--- src/rtl/ramen_countdown.sv ---
`default_nettype none
// ============================================================================
// Module  : ramen_countdown
// Brief   : Ramen timer front end: key debounce, minute preset selection and
//           BCD mm:ss countdown driven by an external 1 s tick.
// Rev     : 1.0  initial release
// ============================================================================
module ramen_countdown #(
    parameter int DEBOUNCE_CYCLES = 200,
    parameter int DEFAULT_MIN     = 3,
    parameter int MAX_MIN         = 59
) (
    input  logic       clk,
    input  logic       rst,
    input  logic       tick_1s,
    input  logic [1:0] key_n,
    output logic [3:0] min_tens,
    output logic [3:0] min_ones,
    output logic [3:0] sec_tens,
    output logic [3:0] sec_ones,
    output logic       running,
    output logic       timeup,
    output logic       blink
);

    localparam int                 c_cnt_w    = $clog2(DEBOUNCE_CYCLES + 1);
    localparam logic [c_cnt_w-1:0] c_cnt_last = c_cnt_w'(DEBOUNCE_CYCLES - 1);
    localparam logic [3:0]         c_max_tens = 4'(MAX_MIN / 10);
    localparam logic [3:0]         c_max_ones = 4'(MAX_MIN % 10);
    localparam logic [3:0]         c_def_tens = 4'(DEFAULT_MIN / 10);
    localparam logic [3:0]         c_def_ones = 4'(DEFAULT_MIN % 10);

    localparam logic [1:0] c_st_idle  = 2'd0;
    localparam logic [1:0] c_st_run   = 2'd1;
    localparam logic [1:0] c_st_pause = 2'd2;
    localparam logic [1:0] c_st_done  = 2'd3;

    logic [1:0] w_press;

    genvar gi;
    generate
        for (gi = 0; gi < 2; gi++) begin : g_key
            logic               r_sync1;
            logic               r_sync2;
            logic               r_level;
            logic               r_event;
            logic [c_cnt_w-1:0] r_cnt;

            // Level only moves after DEBOUNCE_CYCLES consecutive disagreeing samples.
            always_ff @(posedge clk or posedge rst) begin
                if (rst) begin
                    r_sync1 <= 1'b1;
                    r_sync2 <= 1'b1;
                    r_level <= 1'b1;
                    r_event <= 1'b0;
                    r_cnt   <= '0;
                end else begin
                    r_sync1 <= key_n[gi];
                    r_sync2 <= r_sync1;
                    r_event <= 1'b0;
                    if (r_sync2 == r_level) begin
                        r_cnt <= '0;
                    end else if (r_cnt == c_cnt_last) begin
                        r_level <= r_sync2;
                        r_event <= ~r_sync2;
                        r_cnt   <= '0;
                    end else begin
                        r_cnt <= r_cnt + 1'b1;
                    end
                end
            end

            assign w_press[gi] = r_event;
        end
    endgenerate

    logic [1:0] r_state;
    logic [3:0] r_pre_tens;
    logic [3:0] r_pre_ones;
    logic [3:0] r_mt;
    logic [3:0] r_mo;
    logic [3:0] r_st;
    logic [3:0] r_so;
    logic       r_blink;

    logic [3:0] w_dec_mt;
    logic [3:0] w_dec_mo;
    logic [3:0] w_dec_st;
    logic [3:0] w_dec_so;
    logic       w_dec_zero;
    logic [3:0] w_inc_tens;
    logic [3:0] w_inc_ones;

    // BCD borrow chain; never evaluated on 00:00 since RUN leaves on reaching it.
    always_comb begin
        w_dec_mt = r_mt;
        w_dec_mo = r_mo;
        w_dec_st = r_st;
        w_dec_so = r_so - 4'd1;
        if (r_so == 4'd0) begin
            w_dec_so = 4'd9;
            w_dec_st = r_st - 4'd1;
            if (r_st == 4'd0) begin
                w_dec_st = 4'd5;
                w_dec_mo = r_mo - 4'd1;
                if (r_mo == 4'd0) begin
                    w_dec_mo = 4'd9;
                    w_dec_mt = r_mt - 4'd1;
                end
            end
        end
    end

    assign w_dec_zero = (w_dec_mt == 4'd0) && (w_dec_mo == 4'd0) &&
                        (w_dec_st == 4'd0) && (w_dec_so == 4'd0);

    always_comb begin
        w_inc_tens = r_pre_tens;
        w_inc_ones = r_pre_ones + 4'd1;
        if ((r_pre_tens == c_max_tens) && (r_pre_ones == c_max_ones)) begin
            w_inc_tens = 4'd0;
            w_inc_ones = 4'd1;
        end else if (r_pre_ones == 4'd9) begin
            w_inc_tens = r_pre_tens + 4'd1;
            w_inc_ones = 4'd0;
        end
    end

    always_ff @(posedge clk or posedge rst) begin
        if (rst) begin
            r_state    <= c_st_idle;
            r_pre_tens <= c_def_tens;
            r_pre_ones <= c_def_ones;
            r_mt       <= c_def_tens;
            r_mo       <= c_def_ones;
            r_st       <= 4'd0;
            r_so       <= 4'd0;
            r_blink    <= 1'b0;
        end else begin
            case (r_state)
                c_st_idle: begin
                    if (w_press[0]) begin
                        r_state <= c_st_run;
                        r_mt    <= r_pre_tens;
                        r_mo    <= r_pre_ones;
                        r_st    <= 4'd0;
                        r_so    <= 4'd0;
                    end else if (w_press[1]) begin
                        r_pre_tens <= w_inc_tens;
                        r_pre_ones <= w_inc_ones;
                        r_mt       <= w_inc_tens;
                        r_mo       <= w_inc_ones;
                    end
                end
                c_st_run: begin
                    if (tick_1s) begin
                        r_mt <= w_dec_mt;
                        r_mo <= w_dec_mo;
                        r_st <= w_dec_st;
                        r_so <= w_dec_so;
                        if (w_dec_zero) begin
                            r_state <= c_st_done;
                        end else if (w_press[0]) begin
                            r_state <= c_st_pause;
                        end
                    end else if (w_press[0]) begin
                        r_state <= c_st_pause;
                    end
                end
                c_st_pause: begin
                    if (w_press[1]) begin
                        r_state <= c_st_idle;
                        r_mt    <= r_pre_tens;
                        r_mo    <= r_pre_ones;
                        r_st    <= 4'd0;
                        r_so    <= 4'd0;
                    end else if (w_press[0]) begin
                        r_state <= c_st_run;
                    end
                end
                c_st_done: begin
                    if (w_press[0] || w_press[1]) begin
                        r_state <= c_st_idle;
                        r_mt    <= r_pre_tens;
                        r_mo    <= r_pre_ones;
                        r_st    <= 4'd0;
                        r_so    <= 4'd0;
                        r_blink <= 1'b0;
                    end else if (tick_1s) begin
                        r_blink <= ~r_blink;
                    end
                end
                default: r_state <= c_st_idle;
            endcase
        end
    end

    assign min_tens = r_mt;
    assign min_ones = r_mo;
    assign sec_tens = r_st;
    assign sec_ones = r_so;
    assign running  = (r_state == c_st_run);
    assign timeup   = (r_state == c_st_done);
    assign blink    = r_blink;

endmodule
`default_nettype wire

--- config.mk ---
export PLATFORM = sky130hd
export DESIGN_NAME = ramen_countdown
export DESIGN_NICKNAME = d
export VERILOG_FILES = /design/src/rtl/ramen_countdown.sv
export SDC_FILE = /design/constraint.sdc
export NUM_CORES = 1
export LEC_CHECK = 0
export BUFFER_PORTS_ARGS = -buffer_cell sky130_fd_sc_hd__buf_4
export CAP_MARGIN = 20
export CORE_MARGIN = 10
export CORE_UTILIZATION = 47
export CTS_CLUSTER_DIAMETER = 50
export DETAILED_ROUTE_END_ITERATION = 7
export PLACE_DENSITY_LB_ADDON = 0.1
export SETUP_SLACK_MARGIN = 0.1
export SLEW_MARGIN = 20
export SYNTH_ARGS = -nofsm -noshare
export SYNTH_HDL_FRONTEND = slang
export SYNTH_SLANG_ARGS = --single-unit
--- constraint.sdc ---
create_clock -name clk -period 5.6 [get_ports clk]
set_input_delay 1.12 -clock clk [delete_from_list [all_inputs] [get_ports clk]]
set_output_delay 1.12 -clock clk [all_outputs]
set_load 0.05 [all_outputs]
---- Word level (Yosys, flattened, before mapping) ----
Index checks and enable logic that the tools add are counted.
storage, ports and cells
  register bits ........................... 51
  input bits .............................. 5
  output and inout bits ................... 19
  word-level logic and storage cells ...... 115
cells by class
  $add $sub $neg .......................... 8
  eq/ne operators ......................... 14
  mux-type cells .......................... 49
  bitwise logic cells ..................... 6
  reductions and logical operators ........ 20
operator list
  kind                 count
  $mux 4               28
  $pmux 4 s4           4
  $mux 8               4
  $logic_not 4->1      7
  $add 8x1->8 const B  2
  $eq 8x8->1 const B   2
  $sub 4x1->4 const B  4
  $mux 2               6
  $add 4x1->4 const B  2
  $pmux 2 s4           1
  $reduce_and 4->1     2
  $mux 1               6
  $ne 2x2->1 const B   3
  $not 1->1            6
  $reduce_and 2->1     3
  $eq 2x2->1 const B   2
  $eq 4x3->1 const B   1
  $eq 4x4->1 const B   1
  $logic_and 1x1->1    4
  $ne 3x3->1 const B   1
  $reduce_and 3->1     1
  $eq 1x1->1           2
  $eq 2x1->1 const B   1
  $logic_not 2->1      1
  other kinds (3)      3

---- Longest topological paths before layout ----
  depth in word-level cells ............... 11
  gate-level depth with buffers ........... 7
  mapped depth without buffers ............ 7

---- Worst setup path after synthesis ----
Ideal clock, no wire load.
  path kind ............................... register -> register
  from .................................... reg r_so[1] (netlist: sec_ones[1])
  to ...................................... reg r_state[0]
  setup time .............................. 0.104 ns
  arrival ................................. 2.259 ns
  data required time ...................... 5.496 ns
  slack ................................... 3.237 ns
  stages on the path, launching flop included .. 8
  path buffers ............................ 0
  clock period less this slack ............ 2.363 ns
  path through ............................ dfrtp_1 inv_1 ha_1 or4b_4 nor3b_4 mux2i_1 o2111ai_1 a221oi_1
between the ends
  cells in the longest elaborated chain, start to end .. 9
  elaborated cells between the ends (all ways) .. 16
  those cells by class .................... add/sub (1); mux (7); reduce/logical (8)
RTL lines
  item                                                 line  source
  from (decl)                                          83    logic [3:0] r_so;
  from (signal assigned)                               160   r_so <= w_dec_so;
  branches (longest 5 deep; another with $sub 4x1->4)  -
  $logic_and 1x1->1 (*)                                115   (w_dec_st == 4'd0) && (w_dec_so == 4'd0);
  $mux 2 (*)                                           161   if (w_dec_zero) begin
  $mux 2 (*)                                           156   if (tick_1s) begin
  $pmux 2 s4 (*)                                       140   case (r_state)
  to (signal assigned)                                 143   r_state <= c_st_run;
  to (signal assigned)                                 162   r_state <= c_st_done;
  to (signal assigned)                                 164   r_state <= c_st_pause;
  to (decl)                                            77    logic [1:0] r_state;
Mark *: on every way between the ends.
A chain may end at the register's enable or synchronous reset.

---- Final worst setup path ----
  from .................................... reg r_state[1]
  to ...................................... out running
between the ends
  cells in the longest elaborated chain, start to end .. 1
RTL lines
  item                    line  source
  from (signal assigned)  131   r_state <= c_st_idle;
  from (signal assigned)  143
  from (signal assigned)  162
  $eq 2x1->1              202   assign running = (r_state == c_st_run);
  to (decl)               21    output logic running,
No other way between the ends.

==> load_flow_metrics.sql <==
INSERT INTO impl_metrics (metric_group, metric, value, unit) VALUES
('run_status', 'run_status', 'finished clean', ''),
('clocking', 'cts_tree', 'built', ''),
('clocking', 'clk-insertion-delay-late', '310', 'ps'),
('cells_and_area', 'layout.core_utilization', '54.0', '%'),
('setup_path', 'endpoint_kind', 'output port', ''),
('cells_and_area', 'layout_cell_share_with_drive_strength_beyond_1', '17.1', '%'),
('power_and_ir_drop', 'power_density_over_cell_area', '196', 'nW/µm²'),
('placed_design', 'dp_hpwl', '4350', 'µm'),
('synth', 'most_frequent_cell_after_synthesis', 'sky130_fd_sc_hd__dfrtp_1', ''),
('synth', 'synth-seq-area-share', '44.4', '%'),
('synth', 'synth.net_count', '327', ''),
('placed_design', 'gp_routability_congestion', '0.843', ''),
('setup_path', 'timing.critical_path.from_type', 'flop', ''),
('timing', 'min_period_over_period', '59.7', '%'),
('clocking', 'post_cts_hold_buffer_count', '0', ''),
('clocking', 'cts-buffers-inserted', '5', ''),
('global_route', 'global_route_wire_length_before_repair', '10500', 'µm'),
('timing', 'max-slew-margin-rel', '40.8', '%'),
('timing', 'worstMarginPinSlew', '887', 'ps'),
('detailed_routing', 'routed-via-count', '2306', ''),
('die', 'floorplan.core_area', '5960', 'µm²'),
('synth', 'synth.avg_cell_area', '9.25', 'µm²'),
('synth', 'synth.ff_latch_count', '51', ''),
('die', 'dieWidth', '98.6', 'µm'),
('detailed_routing', 'number_of_drc_markers_in_iteration_0', '155', ''),
('timing', 'rsz0062_at_grt', 'no', ''),
('power_and_ir_drop', 'vdd_ir_drop_max', '125', 'µV'),
('clocking', 'cts.root.buffer_cell', 'sky130_fd_sc_hd__clkbuf_8', ''),
('synth', 'synth-edff-count', '0', ''),
('cells_and_area', 'layout_stage_area_growth_over_the_synthesis_result', '10.8', '%'),
('clocking', 'cts.reportedPaths.clkPinSlew', '100', 'ps'),
('detailed_routing', 'wl', '6050', 'µm'),
('setup_path', 'cp_max_fo', '24', ''),
('min_path', 'hp-class', 'reg2reg', ''),
('setup_path', 'timing.critical_path.required', '4480', 'ps'),
('power_and_ir_drop', 'power.static_leakage', '1.40', 'nW'),
('clocking', 'numClockSinks', '51', ''),
('setup_path', 'worstPathArrival', '2230', 'ps'),
('timing', 'timing_max_transition_violations_final', '0', ''),
('timing', 'timing.final.hold_violations', '0', ''),
('clocking', 'post_cts.resized_instances', '0', ''),
('die', 'initial_core_util', '48.8', '%'),
('global_route', 'antenna_found_initial', '0', ''),
('global_route', 'grt_pass1_vias', '2230', ''),
('clocking', 'max-clock-path-buffers', '2', ''),
('synth', 'mapped_area', '2900', 'µm²'),
('synth', 'synth-warning-count', '0', ''),
('detailed_routing', 'vias_per_cell', '5.65', ''),
('timing', 'fmax', '0.299', 'GHz'),
('detailed_routing', 'drtAntennaViolNets', '0', ''),
('cells_and_area', 'antennaDiodeCount', '0', ''),
('timing', 'finalSetupTns', '0', 'ps'),
('global_route', 'global_route.usage.total', '12.6', '%'),
('global_route', 'grt_max_degree', '52', ''),
('synth', 'synth_largest_area_cell', 'sky130_fd_sc_hd__dfrtp_1', ''),
('synth', 'synthArstFlopShare', '100', '%'),
('timing', 'fin_crit', '3350', 'ps'),
('setup_path', 'critical_setup_path_kind', 'reg2out', ''),
('synth', 'top_flip_flop_cell_by_instance_count_after_synthesis', 'sky130_fd_sc_hd__dfrtp_1', ''),
('job', 'max-cap-violations', '0', ''),
('die', 'rows', '28', ''),
('clocking', 'cts_max_level', '2', ''),
('detailed_routing', 'drt-pass1-iter-count', '4', ''),
('cells_and_area', 'num-nets-final', '345', ''),
('timing', 'setup_failing_eps_final', '0', ''),
('timing', 'worst_clock_skew', '10.6', 'ps'),
('die', 'num_io_pins', '24', ''),
('global_route', 'grt-ovfl-total', '0', ''),
('synth', 'synth.top_cells.by_area', 'sky130_fd_sc_hd__dfrtp_1 35%, sky130_fd_sc_hd__dfstp_2 9.0%, sky130_fd_sc_hd__nor2_1 5.2%, sky130_fd_sc_hd__ha_1 3.4%, sky130_fd_sc_hd__o21ai_0 3.4%', ''),
('clocking', 'postCtsSetupRepairBufs', '0', ''),
('placed_design', 'port_buffers', '23', ''),
('die', 'die-height', '98.6', 'µm'),
('synth', 'netlist-cell-type-count', '58', ''),
('die', 'floorplan.die_area', '9720', 'µm²'),
('detailed_routing', 'routed_wire_length_per_instance', '14.8', 'µm'),
('detailed_routing', 'post-route-drc-count', '0', ''),
('synth', 'synth.top_cells.by_count', '41 x sky130_fd_sc_hd__dfrtp_1, 40 x sky130_fd_sc_hd__nor2_1, 26 x sky130_fd_sc_hd__nand2_1', ''),
('synth', 'synthDominantCellAreaShare', '35.3', '%'),
('synth', 'syn_inst', '314', '');
==> routing by layer <==
layer / global-route usage, % / routed length [µm] / vias to the layer above
met4: 3.64 / 61 / 0
met1: 16.2 / 2910 / 1094
met3: 3.28 / 298 / 6
met2: 20.3 / 2790 / 43
li1: - / - / 1163
met5: 0 / 0 / -
==> layout by cell type (no fill, tap or decap), drive strengths merged, types with 10 or more instances in the layout <==
master and instances:
nand2 26, dfstp 10, nor2 40, buf 23, dfrtp 41, o21ai 23
inv 12, nand3 14, nor3 10
==> flip-flops by register name, summed over array words and instances (netlist names) <==
signal         cells
blink              1
g_key.r_cnt       16
g_key.r_event      2
g_key.r_level      2
g_key.r_sync1      2
g_key.r_sync2      2
min_ones           4
min_tens           4
r_pre_ones         4
r_pre_tens         4
r_state            2
sec_ones           4
sec_tens           4
==> cell families after synthesis <==
family                     Yosys count  synth area share (%)
xor gates and xnor gates            16                  4.83
buffers and inverters               25                  3.32
and+or+nand+nor                    139                  25.7
AOI/OAI and AO/OA                   68                  15.7
muxes                                7                  2.63
DFF                                 51                  44.4
adders and majority gates            8                  3.45
==> power by group <==
| part | internal [mW] | switching (mW) | leakage, nW |
|---|---|---|---|
| clock | 0.0896 | 0.132 | 0.0408 |
| combinational | 0.00918 | 0.0195 | 0.728 |
| sequential | 0.375 | 0.00429 | 0.628 |
| total | 0.474 | 0.156 | 1.40 |
==> through the flow <==
stage | setup WS, ps | power, mW | instance area (µm²) | instances | hold WS [ps]
final | 2250 | 0.630 | 3220 | 408 | 361
after global routing | 2090 | 0.657 | 3220 | 408 | 367
after CTS | 2230 | 0.639 | 3220 | 408 | 363
after detailed placement | 2600 | 0.416 | 3120 | 400 | 347
after global placement | 2690 | 0.415 | 3120 | 400 | 346
after floorplan | 3240 | 0.407 | 2900 | 314 | 345
==> path summary, 6_finish.rpt <==
check                                 start                 to  slack, ps  cells after the start
setup / recovery                 r_state[1]            running       2250                      3
hold / removal             g_key[1].r_sync1   g_key[1].r_sync2        360                      0
setup reg to reg                sec_ones[0]         r_state[0]       3220                      7
hold reg to reg            g_key[1].r_sync1   g_key[1].r_sync2        360                      0
max in group asynchronous               rst  g_key[1].r_cnt[7]       4110                      2
min in group asynchronous               rst  g_key[1].r_cnt[5]        970                      2
==> critical path, stage by stage, from the launching register on <==
cell and delay (ps):
sky130_fd_sc_hd__dfrtp_1 790, sky130_fd_sc_hd__nand2b_1 470, sky130_fd_sc_hd__clkinv_1 360, sky130_fd_sc_hd__buf_4 290
==> final cells by class <==
| type | count | area (µm²) |
|---|---|---|
| clock inverters | 3 | 23.8 |
| well taps | 75 | 93.8 |
| clock buffers | 5 | 68.8 |
| repair buffers | 23 | 173 |
| fillers | 574 | 2740 |
| inverters | 13 | 50.0 |
| multi-input cells | 238 | 1520 |
| flip-flops and latches | 51 | 1290 |
No activity file was read; power rests on OpenSTA's default activity.
